--- config.mk ---
export PLATFORM = sky130hd
export DESIGN_NAME = text_digit_sequencer_flat
export DESIGN_NICKNAME = d
export VERILOG_FILES = /design/src/rtl/text_digit_sequencer_if.sv /design/src/rtl/text_digit_sequencer.sv /design/src/flat_wrapper.sv
export SDC_FILE = /design/constraint.sdc
export NUM_CORES = 1
export LEC_CHECK = 0
export ABC_AREA = 1
export ABC_CLOCK_PERIOD_IN_PS = 12100
export CORE_ASPECT_RATIO = 0.75
export CORE_MARGIN = 8
export CORE_UTILIZATION = 55
export DETAILED_ROUTE_END_ITERATION = 10
export GPL_ROUTABILITY_DRIVEN = 0
export GPL_TIMING_DRIVEN = 1
export HOLD_SLACK_MARGIN = 0.02
export PLACE_DENSITY = 0.85
export SYNTH_ARGS = -nofsm -noshare
export SYNTH_HDL_FRONTEND = slang
export SYNTH_SLANG_ARGS = --single-unit
--- constraint.sdc ---
create_clock -name Clk -period 12.1 [get_ports Clk]
set_input_delay 2.42 -clock Clk [delete_from_list [all_inputs] [get_ports Clk]]
set_output_delay 2.42 -clock Clk [all_outputs]
set_load 0.01 [all_outputs]
--- src/rtl/text_digit_sequencer_if.sv ---
// Bundles the counter inputs and BCD digit outputs of the text digit sequencer.
// Latency: none (wires only).
// Backpressure: none; frame_start is a fire-and-forget pulse, ignored while busy.
//
// Signals:
//   frame_start  - one-cycle pulse at start of vertical blank
//   score        - signed game score
//   level        - signed current level
//   rows_cleared - signed total rows cleared
//   score_bcd    - 6 packed BCD digits, [23:20] most significant
//   level_bcd    - 2 packed BCD digits
//   rows_bcd     - 4 packed BCD digits
//   busy         - conversion sequence in progress
//   done         - one-cycle pulse once all three fields are committed
interface text_digit_sequencer_if;
  logic               frame_start;
  logic signed [31:0] score;
  logic signed [31:0] level;
  logic signed [31:0] rows_cleared;
  logic        [23:0] score_bcd;
  logic        [7:0]  level_bcd;
  logic        [15:0] rows_bcd;
  logic               busy;
  logic               done;

  // Game-logic / overlay side: drives counters, consumes digits.
  modport master (
    output frame_start,
    output score,
    output level,
    output rows_cleared,
    input  score_bcd,
    input  level_bcd,
    input  rows_bcd,
    input  busy,
    input  done
  );

  // Sequencer side.
  modport slave (
    input  frame_start,
    input  score,
    input  level,
    input  rows_cleared,
    output score_bcd,
    output level_bcd,
    output rows_bcd,
    output busy,
    output done
  );
endinterface

--- src/rtl/text_digit_sequencer.sv ---
// Converts score/level/rows_cleared to packed BCD once per frame with one shared serial double-dabble.
// Latency: fixed 64 busy cycles from the accepted frame_start edge to done (3 x (20 shift + 1 write) + 1).
// Backpressure: none; frame_start is dropped while busy (including the done cycle), never queued.
//
// Ports:
//   Clk   - system clock, rising edge
//   Reset - asynchronous, active-high; aborts any sequence and clears all outputs
//   bus   - text_digit_sequencer_if.slave (frame_start, counters in; BCD digits, busy, done out)
module text_digit_sequencer #(
  parameter int SHIFT_BITS = 20,
  parameter int SCORE_MAX  = 999999,
  parameter int LEVEL_MAX  = 99,
  parameter int ROWS_MAX   = 9999
) (
  input  logic                    Clk,
  input  logic                    Reset,
  text_digit_sequencer_if.slave   bus
);

  localparam int CNT_W = $clog2(SHIFT_BITS);
  localparam int ACC_W = 24;
  localparam int N_DIG = ACC_W / 4;

  typedef enum logic [1:0] {
    IDLE  = 2'd0,
    CONV  = 2'd1,
    WRITE = 2'd2,
    DONE  = 2'd3
  } state_t;

  // Negative counters read as 0, anything above the display range pins to the ceiling.
  function automatic logic [SHIFT_BITS-1:0] clamp(input logic signed [31:0] v, input int max);
    logic [SHIFT_BITS-1:0] r;
    if (v < 0) begin
      r = '0;
    end else if (v > max) begin
      r = SHIFT_BITS'(max);
    end else begin
      r = SHIFT_BITS'(v);
    end
    return r;
  endfunction

  // Double-dabble correction: any digit >= 5 would overflow past 9 after the
  // upcoming doubling, so add 3 first to push the carry into the next digit.
  function automatic logic [ACC_W-1:0] dd_adjust(input logic [ACC_W-1:0] a);
    logic [ACC_W-1:0] r;
    r = a;
    for (int i = 0; i < N_DIG; i++) begin
      if (a[4*i +: 4] >= 4'd5) begin
        r[4*i +: 4] = a[4*i +: 4] + 4'd3;
      end
    end
    return r;
  endfunction

  state_t                 state_q, state_d;
  logic [1:0]             field_q, field_d;
  logic [CNT_W-1:0]       cnt_q, cnt_d;
  // bin_q doubles as the score snapshot: it is loaded with the clamped score
  // at frame_start and consumed first, so no separate score copy is kept.
  logic [SHIFT_BITS-1:0]  bin_q, bin_d;
  logic [ACC_W-1:0]       acc_q, acc_d;
  logic [SHIFT_BITS-1:0]  snap_level_q, snap_level_d;
  logic [SHIFT_BITS-1:0]  snap_rows_q, snap_rows_d;
  logic [23:0]            score_bcd_q, score_bcd_d;
  logic [7:0]             level_bcd_q, level_bcd_d;
  logic [15:0]            rows_bcd_q, rows_bcd_d;
  logic [ACC_W-1:0]       acc_adj;

  assign acc_adj = dd_adjust(acc_q);

  // State and datapath registers.
  always_ff @(posedge Clk or posedge Reset) begin
    if (Reset) begin
      state_q      <= IDLE;
      field_q      <= '0;
      cnt_q        <= '0;
      bin_q        <= '0;
      acc_q        <= '0;
      snap_level_q <= '0;
      snap_rows_q  <= '0;
      score_bcd_q  <= '0;
      level_bcd_q  <= '0;
      rows_bcd_q   <= '0;
    end else begin
      state_q      <= state_d;
      field_q      <= field_d;
      cnt_q        <= cnt_d;
      bin_q        <= bin_d;
      acc_q        <= acc_d;
      snap_level_q <= snap_level_d;
      snap_rows_q  <= snap_rows_d;
      score_bcd_q  <= score_bcd_d;
      level_bcd_q  <= level_bcd_d;
      rows_bcd_q   <= rows_bcd_d;
    end
  end

  // Next-state and datapath logic.
  always_comb begin
    state_d      = state_q;
    field_d      = field_q;
    cnt_d        = cnt_q;
    bin_d        = bin_q;
    acc_d        = acc_q;
    snap_level_d = snap_level_q;
    snap_rows_d  = snap_rows_q;
    score_bcd_d  = score_bcd_q;
    level_bcd_d  = level_bcd_q;
    rows_bcd_d   = rows_bcd_q;

    case (state_q)
      IDLE: begin
        if (bus.frame_start) begin
          bin_d        = clamp(bus.score, SCORE_MAX);
          snap_level_d = clamp(bus.level, LEVEL_MAX);
          snap_rows_d  = clamp(bus.rows_cleared, ROWS_MAX);
          field_d      = 2'd0;
          cnt_d        = '0;
          acc_d        = '0;
          state_d      = CONV;
        end
      end

      CONV: begin
        {acc_d, bin_d} = {acc_adj, bin_q} << 1;
        cnt_d          = cnt_q + CNT_W'(1);
        if (cnt_q == CNT_W'(SHIFT_BITS - 1)) begin
          state_d = WRITE;
        end
      end

      WRITE: begin
        // Only the field just converted is touched; the others keep last frame's digits.
        case (field_q)
          2'd0:    score_bcd_d = acc_q;
          2'd1:    level_bcd_d = acc_q[7:0];
          default: rows_bcd_d  = acc_q[15:0];
        endcase
        if (field_q < 2'd2) begin
          field_d = field_q + 2'd1;
          bin_d   = (field_q == 2'd0) ? snap_level_q : snap_rows_q;
          acc_d   = '0;
          cnt_d   = '0;
          state_d = CONV;
        end else begin
          state_d = DONE;
        end
      end

      DONE: begin
        // frame_start here is deliberately not looked at.
        state_d = IDLE;
      end

      default: begin
        state_d = IDLE;
      end
    endcase
  end

  assign bus.score_bcd = score_bcd_q;
  assign bus.level_bcd = level_bcd_q;
  assign bus.rows_bcd  = rows_bcd_q;
  assign bus.busy      = (state_q != IDLE);
  assign bus.done      = (state_q == DONE);

endmodule
--- src/flat_wrapper.sv ---
// flat-port wrapper written by rule: the top's interface ports become plain ports
module text_digit_sequencer_flat 
#(
  parameter int SHIFT_BITS = 20,
  parameter int SCORE_MAX  = 999999,
  parameter int LEVEL_MAX  = 99,
  parameter int ROWS_MAX   = 9999
)
  (Clk, Reset, bus_frame_start, bus_score, bus_level, bus_rows_cleared, bus_score_bcd, bus_level_bcd, bus_rows_bcd, bus_busy, bus_done);
  text_digit_sequencer_if bus_i ();
  input  logic Clk;
  input  logic Reset;
  input wire logic [$bits(bus_i.frame_start)-1:0] bus_frame_start;
  input wire logic [$bits(bus_i.score)-1:0] bus_score;
  input wire logic [$bits(bus_i.level)-1:0] bus_level;
  input wire logic [$bits(bus_i.rows_cleared)-1:0] bus_rows_cleared;
  output wire logic [$bits(bus_i.score_bcd)-1:0] bus_score_bcd;
  output wire logic [$bits(bus_i.level_bcd)-1:0] bus_level_bcd;
  output wire logic [$bits(bus_i.rows_bcd)-1:0] bus_rows_bcd;
  output wire logic [$bits(bus_i.busy)-1:0] bus_busy;
  output wire logic [$bits(bus_i.done)-1:0] bus_done;
  assign bus_i.frame_start = bus_frame_start;
  assign bus_i.score = bus_score;
  assign bus_i.level = bus_level;
  assign bus_i.rows_cleared = bus_rows_cleared;
  assign bus_score_bcd = bus_i.score_bcd;
  assign bus_level_bcd = bus_i.level_bcd;
  assign bus_rows_bcd = bus_i.rows_bcd;
  assign bus_busy = bus_i.busy;
  assign bus_done = bus_i.done;
  text_digit_sequencer #(.SHIFT_BITS(SHIFT_BITS), .SCORE_MAX(SCORE_MAX), .LEVEL_MAX(LEVEL_MAX), .ROWS_MAX(ROWS_MAX)) u_core (.Clk(Clk), .Reset(Reset), .bus(bus_i));
endmodule
==> reports/metrics.cfg, run 1 <==
[run_status]
run_status=finished clean

[logic_synthesis]
share_of_flip_flops_with_an_asynchronous_set_or_reset_after_synthesis=1.000
post_synth_instance_area_sq_um=7047
synth_area_leader=sky130_fd_sc_hd__dfrtp_1
synth_top_area_frac=0.5007
synth.cells.most_frequent=sky130_fd_sc_hd__nand2_1, sky130_fd_sc_hd__dfrtp_1, sky130_fd_sc_hd__inv_1
yosysMostFrequentCell=sky130_fd_sc_hd__nand2_1
ys.flop_type=sky130_fd_sc_hd__dfrtp_1
syn_area_per_cell_sq_um=8.100
ys_warn_count=0
synthesis.instances=870
ys_top_cells_by_area=sky130_fd_sc_hd__dfrtp_1, sky130_fd_sc_hd__nand2_1, sky130_fd_sc_hd__o21ai_0
synth_enable_flop_cells=0
synth.lib_cells_used.distinct=36
synth.ff_latch_count=141
yosysSeqAreaShare=0.5007
synth_nets=990

[floorplan]
floorplan.initialDensity=0.5686
core_area_sq_um=12390
io-pin-count=149
die_w_um=146.7
dieArea_sq_um=16730
fp.dieH_um=114.0
floorplan.rows=35

[cts]
insertion_delay_ns=0.42
cts_hold_repair.buffers=0
cts_root_buf=sky130_fd_sc_hd__clkbuf_16
clock_sink_count=141
clk_transition_reported_paths_ns=0.06
max-clock-path-buffers=2
cts.htree.levels=4
cts-buffers-inserted=17
postCtsSetupBuffers=0
cts_repair_resize_count=0
cts_tree=done

[setup_path]
end_kind=flip-flop
worstPathRequired_ns=12.40
setup.worst_path.start_class=primary input
worstReg2RegStart=u_core.state_q[0]
timing_worst_setup_path_type=primary input to flip-flop
cpMaxStageDelayCell=sky130_fd_sc_hd__clkdlybuf4s50_1
reg2reg_setup_slack_ns=9.38
worstRegToRegCells=11
timing.rr.end=u_core.cnt_q[4]
timing.critical_path.max_delay_family=buffers and inverters
worst_path_bufs_invs=3
cp.arrival_ns=4.64
cp_slowest_stage_delay_ns=0.53
path_cells=clkdlybuf4s50_1 -> o21ai_2 -> nor2_4 -> buf_4 -> inv_2 -> nor3_1 -> nand2_1 -> o22ai_1 -> a21oi_1
critical_path_cell_count=9
path_max_fanout=57

[global_route]
grt_usage=0.2214
grt_first_pass_wirelength_mm=30.48
via_count_of_the_first_global_routing_pass=6236
grt_start_max_net_pins=86
antenna_found_initial=0
globalRouteOverflowTotal=0

[drt]
initialDrtViolationCount=529
antenna_left=0
drt_first_pass_iters=5
avgRoutedWirePerCell_um=15.36
vias_per_cell=5.442
vias=6443
drt_wl_total_mm=18.18
drc=0

[pwr]
largest_vdd_supply_drop_uv=132.2
power.density_cell_area_nw_per_um2=191.3
static_leak_nw=4.073

[layout]
antennaDiodeCount=0
drive_above_1_share=0.06778
fin_nets=1125
syn_to_final_growth_pct=30.22

[min_path]
hold_end=u_core.snap_rows_q[8]
timing.hold.worst.class=flip-flop to flip-flop
hold_path_startpoint=u_core.snap_rows_q[8]
holdPathStages=2

[timing]
tightestPinTransition_ns=1.062
finalSetupTns_ns=0
fin_skew_ns=0.01084
fmax_mhz=230.5
setup-violations-final=0
finalCritPeriodShare=0.3585
final_max_slew_viol_count=0
rsz0062_at_grt=no
timing_hold_violations_final=0
worst_hold_slack_ns=0.4826
min_period_ns=4.338
max-slew-margin-rel=0.2896

[job]
drv.max_cap_violation_count=0

[placement]
post-dp-hpwl_mm=12.51
port_buffers=148

-- metrics by stage --
step,power (mW),std cells,worst slack (ns),instance area (sq um),utilization
6_report,1.755,1184,7.762,9176,0.7404
5_1_grt,1.866,1184,7.586,9176,0.7404
4_1_cts,1.754,1184,7.777,9176,0.7404
3_5_place_dp,1.219,1152,7.365,8574,0.6919
3_3_place_gp,1.200,1152,7.431,8574,0.6919
2_1_floorplan,1.037,870,5.899,7047,-
-- final cells by class --
type                            count  area (sq um)
Sequential cell                   141          3528
Fill cell                         907          3217
Multi-Input combinational cell    586          2908
Timing Repair Buffer              154          1526
Clock buffer                       17         425.4
Inverter                          105         404.1
Tap cell                          166         207.7
Clock inverter                     15         176.4
-- flip-flops by register name, indices dropped and copies added, names as in the netlist, 5 cells and up --
register,flops
u_core.bus.rows_bcd,16
u_core.snap_level_q,20
u_core.acc_q,24
u_core.cnt_q,5
u_core.bus.level_bcd,8
u_core.bus.score_bcd,24
u_core.bin_q,20
u_core.snap_rows_q,20
-- cells by family after synthesis --
family,share of synthesized area
adders and majority gates,0.03729
and+or+nand+nor,0.2292
DFF,0.5007
buffers and inverters,0.08700
xor gates and xnor gates,0.002486
AOI/OAI and AO/OA,0.1433
-- worst register-to-register path, cell delays in order, from the launching register on --
cell	delay [ns]
sky130_fd_sc_hd__dfrtp_1	0.45
sky130_fd_sc_hd__inv_1	0.13
sky130_fd_sc_hd__ha_1	0.24
sky130_fd_sc_hd__inv_1	0.11
sky130_fd_sc_hd__o21ai_2	0.10
sky130_fd_sc_hd__nor2_4	0.08
sky130_fd_sc_hd__buf_4	0.49
sky130_fd_sc_hd__inv_2	0.37
sky130_fd_sc_hd__nor3_1	0.32
sky130_fd_sc_hd__nand2_1	0.12
sky130_fd_sc_hd__o22ai_1	0.13
sky130_fd_sc_hd__a21oi_1	0.06
-- report_power, final --
group / internal, mW / total, mW / switching, mW
clock: 0.311 / 0.531 / 0.220
combinational: 0.221 / 0.594 / 0.373
sequential: 0.572 / 0.630 / 0.0578
-- layer usage --
layer / track usage / up-vias / wire [um] / share of wire
met3: 0.04826 / 32 / 1356 / 0.075
li1: - / 3106 / - / -
met4: 0.08693 / 0 / 314 / 0.017
met2: 0.3498 / 250 / 8628 / 0.47
met5: 0 / - / 0 / 0
met1: 0.2932 / 3055 / 7882 / 0.43
-- worst max-delay path by stage --
| stage | startpoint | endpoint |
|---|---|---|
| 2_1_floorplan | Reset | u_core.acc_q[0] |
| 6_report | bus_frame_start | u_core.cnt_q[4] |
| 3_5_place_dp | bus_frame_start | u_core.cnt_q[4] |
| 4_1_cts | bus_frame_start | u_core.cnt_q[4] |
| 3_3_place_gp | bus_frame_start | u_core.acc_q[20] |
| 5_1_grt | bus_frame_start | u_core.cnt_q[4] |
-- placed cells by master, fill, tap and decap left out, drive strengths merged, types with 4 or more instances in the layout --
cell type | Yosys | final
buf | 27 | 6
o221ai | 9 | 9
a21oi | 47 | 47
dfrtp | 141 | 141
inv | 105 | 114
nor3 | 4 | 4
clkdlybuf4s50 | 0 | 148
o211ai | 8 | 8
nand2 | 214 | 214
o21ai | 84 | 84
nor4 | 9 | 9
o22ai | 19 | 19
ha | 21 | 21
nor2 | 101 | 101
clkbuf | 11 | 17
nand3 | 55 | 55
Note: power is estimated with default switching activity, not from simulation.
==> run 2, diff against run 1 <==
Settings changed: ABC_CLOCK_PERIOD_IN_PS 12100 to 4550, CORE_UTILIZATION 55 to 52, PLACE_DENSITY 0.85 to 0.81.
Clock period 12.1 ns to 4.55 ns, I/O delays scaled along.
==> reports/metrics.cfg, run 2 (synthesis gave the netlist of run 1 again) <==
[timing]
setup-violations-final=0
worst_slack_ns=1.745
final_max_slew_viol_count=0
fin_skew_ns=0.01135
fmax_mhz=356.5
tightestPinTransition_ns=1.047
rsz0062_at_grt=no
min_period_ns=2.805
finalCritPeriodShare=0.6166
finalSetupTns_ns=0
max-slew-margin-rel=0.2996
timing_hold_violations_final=0

[drt]
vias_per_cell=5.288
drt_first_pass_iters=6
avgRoutedWirePerCell_um=14.88
initialDrtViolationCount=543
vias=6308
antenna_left=0
drt_wl_total_mm=17.75
drc=0

[setup_path]
setup.worst_path.start_class=flip-flop
worstPathRequired_ns=3.64
end_kind=output port
timing.critical_path.mode_cell=sky130_fd_sc_hd__inv_1
cp.arrival_ns=1.90
cpMaxStageDelayCell=sky130_fd_sc_hd__clkdlybuf4s50_1
path_cells=inv_1 -> ha_1 -> inv_1 -> clkdlybuf4s50_1
timing_worst_setup_path_type=flip-flop to output port
reg2reg_setup_slack_ns=1.96
cp_slowest_stage_delay_ns=0.56
path_max_fanout=5

[placement]
port_buffers=148
post-dp-hpwl_mm=12.35
pre_cts_slack_ns=1.488

[layout]
fin_nets=1126
final.fill_count=1043
postLayoutCoreUtil=0.6838
antennaDiodeCount=0
drive_above_1_share=0.06680
syn_to_final_growth_pct=30.74
mostFrequentLayoutCells=sky130_fd_sc_hd__nand2_1, sky130_fd_sc_hd__clkdlybuf4s50_1, sky130_fd_sc_hd__dfrtp_1
mostFrequentLayoutCell=sky130_fd_sc_hd__nand2_1

[min_path]
timing.hold.worst.class=flip-flop to flip-flop

[cts]
cts.htree.levels=4
insertion_delay_ns=0.41
postCtsSetupBuffers=0
cts_tree=done
cts_hold_repair.buffers=0
max-clock-path-buffers=2
cts_repair_resize_count=0
clk_transition_reported_paths_ns=0.06
cts_root_buf=sky130_fd_sc_hd__clkbuf_16
clock_sink_count=141
cts-buffers-inserted=17

[floorplan]
dieArea_sq_um=17570
floorplan.rows=37
fp.dieH_um=116.8
floorplan.initialDensity=0.5231
die_w_um=150.4
io-pin-count=149
core_area_sq_um=13470

[global_route]
antenna_found_initial=0
globalRouteOverflowTotal=0
grt_first_pass_wirelength_mm=29.84
via_count_of_the_first_global_routing_pass=6125
grt_start_max_net_pins=62
grt_usage=0.2098

[pwr]
power.density_cell_area_nw_per_um2=505.9
largest_vdd_supply_drop_uv=322.5
static_leak_nw=4.084
share_seq_of_total_power=0.360
netSwitchingFraction=0.3543
power.internal_mw=3.009
switching_power_mw=1.651
share_comb_of_total_power=0.336
fin_total_pwr_mw=4.660
clock_power_share=0.304

[run_status]
run_status=finished clean

[job]
drv.max_cap_violation_count=0

-- run 2: cell count changes in the layout (fill, tap and decap cells not counted) --
cell	change
sky130_fd_sc_hd__clkinv_2	+3
sky130_fd_sc_hd__clkbuf_1	+1
sky130_fd_sc_hd__inv_6	-7
sky130_fd_sc_hd__clkbuf_8	+3
sky130_fd_sc_hd__buf_12	+1
sky130_fd_sc_hd__inv_8	-2
sky130_fd_sc_hd__clkinvlp_4	+1
sky130_fd_sc_hd__clkinv_4	-1
sky130_fd_sc_hd__bufinv_16	+1
-- run 2: final timing paths --
kind,cells past startpoint,from,to
worst max-delay path,4,u_core.state_q[0],bus_busy
worst min-delay path,2,u_core.snap_rows_q[2],u_core.snap_rows_q[2]
worst max register to register,7,u_core.state_q[0],u_core.acc_q[20]
worst min register to register,2,u_core.snap_rows_q[2],u_core.snap_rows_q[2]
max in group asynchronous,3,Reset,u_core.bus.score_bcd[17]
min in group asynchronous,2,Reset,u_core.snap_level_q[3]
-- run 2: area by class of cell --
class	instances	area, sq um	share of cell area
clock inverter	10	137.6	0.01494
sequential	141	3528	0.3830
inverter	105	402.9	0.04373
multi-input combinational	586	2908	0.3156
clock buffer	21	470.5	0.05107
timing repair buffer	155	1546	0.1679
tap	175	219.0	0.02377
-- run 2: power groups by stage --
stage                     combinational, mW  clock, mW  sequential [mW]
after floorplan                        1.08          0             1.68
after global placement                 1.51          0             1.68
after detailed placement               1.54          0             1.69
after CTS                              1.56       1.43             1.67
after global routing                   1.75       1.49             1.71
final                                  1.56       1.42             1.68
-- run 2: through the flow --
stage                     hold slack, ns  cell area [sq um]  std cells
after detailed placement          0.4628               8605       1162
final                             0.4811               9213       1193
after global placement            0.4635               8605       1162
after CTS                         0.4779               9213       1193
after global routing              0.4953               9213       1193
after floorplan                   0.4437               7051        870
-- run 2: metal layers --
metal  vias up  GRT usage  share of wire
met5         -          0              0
met4         0    0.05113          0.011
met3        21    0.04533          0.060
met2       206     0.3329           0.47
met1      2987     0.2893           0.46
li1       3094          -              -
-- run 2: worst max-delay path: cells and delay by family, from the launching register on --
kind	cells	cell delay [ns]
fa+ha+maj	1	0.24
buf+inv	3	0.79
flops	1	0.44
==> run 3, diff against run 2 <==
Settings changed: ABC_CLOCK_PERIOD_IN_PS 4550 to 2700.
Clock period 4.55 ns to 2.7 ns, I/O delays scaled along.
==> reports/metrics.cfg, run 3 (synthesis gave the netlist of run 1 again) <==
[cts]
cts_hold_repair.buffers=0
postCtsSetupBuffers=0
insertion_delay_ns=0.43
cts-buffers-inserted=17
cts_repair_resize_count=0
cts_root_buf=sky130_fd_sc_hd__clkbuf_16
clk_transition_reported_paths_ns=0.06
max-clock-path-buffers=2
cts.htree.levels=4
clock_sink_count=141
cts_tree=done

[timing]
rsz0062_at_grt=no
min_period_ns=2.432
worst_slack_ns=0.2680
worst_hold_slack_ns=0.4836
tightestPinTransition_ns=0.5550
max-slew-margin-rel=0.6292
setup-violations-final=0
fin_skew_ns=0.01045
finalCritPeriodShare=0.9007
final_max_slew_viol_count=0
fmax_mhz=411.2
finalSetupTns_ns=0
timing_hold_violations_final=0

[layout]
area_occupied_by_multi_input_gates_sq_um=2908
antennaDiodeCount=0
drive_above_1_share=0.08043
mostFrequentLayoutCell=sky130_fd_sc_hd__nand2_1
post_layout_nonfiller_instances=1207
final.fill_count=1026
final-seq-area_sq_um=3528
postLayoutCoreUtil=0.6918
syn_to_final_growth_pct=32.26
fin_nets=1139
mostFrequentLayoutCells=sky130_fd_sc_hd__nand2_1, sky130_fd_sc_hd__clkdlybuf4s50_1, sky130_fd_sc_hd__dfrtp_1
design_area_sq_um=9320

[setup_path]
timing.rr.end=u_core.bin_q[0]
end_kind=output port
path_max_fanout=5
crit_path_end=bus_busy
reg2reg_setup_slack_ns=0.32
cp.arrival_ns=1.89
crit_path_start=u_core.state_q[0]
worstRegToRegCells=9
worstPathRequired_ns=2.16
setup.worst_path.start_class=flip-flop
worstReg2RegStart=u_core.state_q[0]
timing_worst_setup_path_type=flip-flop to output port

[floorplan]
fp.dieH_um=116.8
core_area_sq_um=13470
dieArea_sq_um=17570
die_w_um=150.4
io-pin-count=149
floorplan.initialDensity=0.5231
floorplan.rows=37

[global_route]
globalRouteOverflowTotal=0
grt_first_pass_wirelength_mm=30.71
antenna_found_initial=0
grt_usage=0.2200
via_count_of_the_first_global_routing_pass=6306
grt_start_max_net_pins=46

[placement]
port_buffers=148
place_inst=1175
pre_cts_slack_ns=0.2957
post-dp-hpwl_mm=13.18
placed_area_sq_um=8740

[drt]
vias=6380
drt_first_pass_iters=5
antenna_left=0
avgRoutedWirePerCell_um=15.41
initialDrtViolationCount=543
drc=0
drt_wl_total_mm=18.60
vias_per_cell=5.286

[job]
drv.max_cap_violation_count=0

[pwr]
power.density_cell_area_nw_per_um2=851.3
static_leak_nw=4.136
largest_vdd_supply_drop_uv=548.8
fin_total_pwr_mw=7.934

[run_status]
run_status=finished clean

[min_path]
timing.hold.worst.class=flip-flop to flip-flop

[run 3: cell count changes in the layout (fill, tap and decap cells not counted), moves of 2 or more]
cell,delta
sky130_fd_sc_hd__buf_4,+10
sky130_fd_sc_hd__inv_6,+4
sky130_fd_sc_hd__buf_12,+3
sky130_fd_sc_hd__clkbuf_8,-3
sky130_fd_sc_hd__clkinv_2,-3
sky130_fd_sc_hd__inv_8,+3
sky130_fd_sc_hd__bufinv_16,-2
sky130_fd_sc_hd__clkinvlp_4,+2
[run 3: cell type report]
type | count | share of cell area
Inverter | 105 | 0.04323
Tap cell | 175 | 0.02349
Sequential cell | 141 | 0.3786
Timing Repair Buffer | 168 | 0.1804
Multi-Input combinational cell | 586 | 0.3120
Clock inverter | 15 | 0.01665
Clock buffer | 17 | 0.04564
[run 3: layer usage]
metal  GRT usage  wire, um
met1      0.2852      8280
met2      0.3592      8854
met3     0.04879      1105
met4     0.07835       357
met5           0         0
[run 3: where the power goes]
group          leakage, nW  total [mW]  switching (mW)  internal, mW
registers             1.91        2.83           0.268          2.56
clock network        0.273        2.32            1.01          1.30
logic                 1.96        2.79            1.72          1.07
total                 4.14        7.93            3.00          4.93
[run 3: critical path, cell delays in order, from the launching register on]
cell	delay, ns
sky130_fd_sc_hd__dfrtp_1	0.43
sky130_fd_sc_hd__inv_1	0.12
sky130_fd_sc_hd__ha_1	0.24
sky130_fd_sc_hd__inv_1	0.11
sky130_fd_sc_hd__clkdlybuf4s50_1	0.56
[run 3: worst min-delay path by stage]
| stage | from | endpoint | slack, ns | cells after the start |
|---|---|---|---|---|
| 5_1_grt | u_core.snap_rows_q[1] | u_core.snap_rows_q[1] | 0.50 | 2 |
| 2_1_floorplan | u_core.snap_rows_q[1] | u_core.snap_rows_q[1] | 0.44 | 2 |
| 6_report | u_core.bus.score_bcd[0] | u_core.bus.score_bcd[0] | 0.48 | 2 |
| 3_5_place_dp | u_core.bus.rows_bcd[8] | u_core.bus.rows_bcd[8] | 0.47 | 2 |
| 4_1_cts | u_core.bus.score_bcd[0] | u_core.bus.score_bcd[0] | 0.49 | 2 |
| 3_3_place_gp | u_core.bus.score_bcd[21] | u_core.bus.score_bcd[21] | 0.46 | 2 |
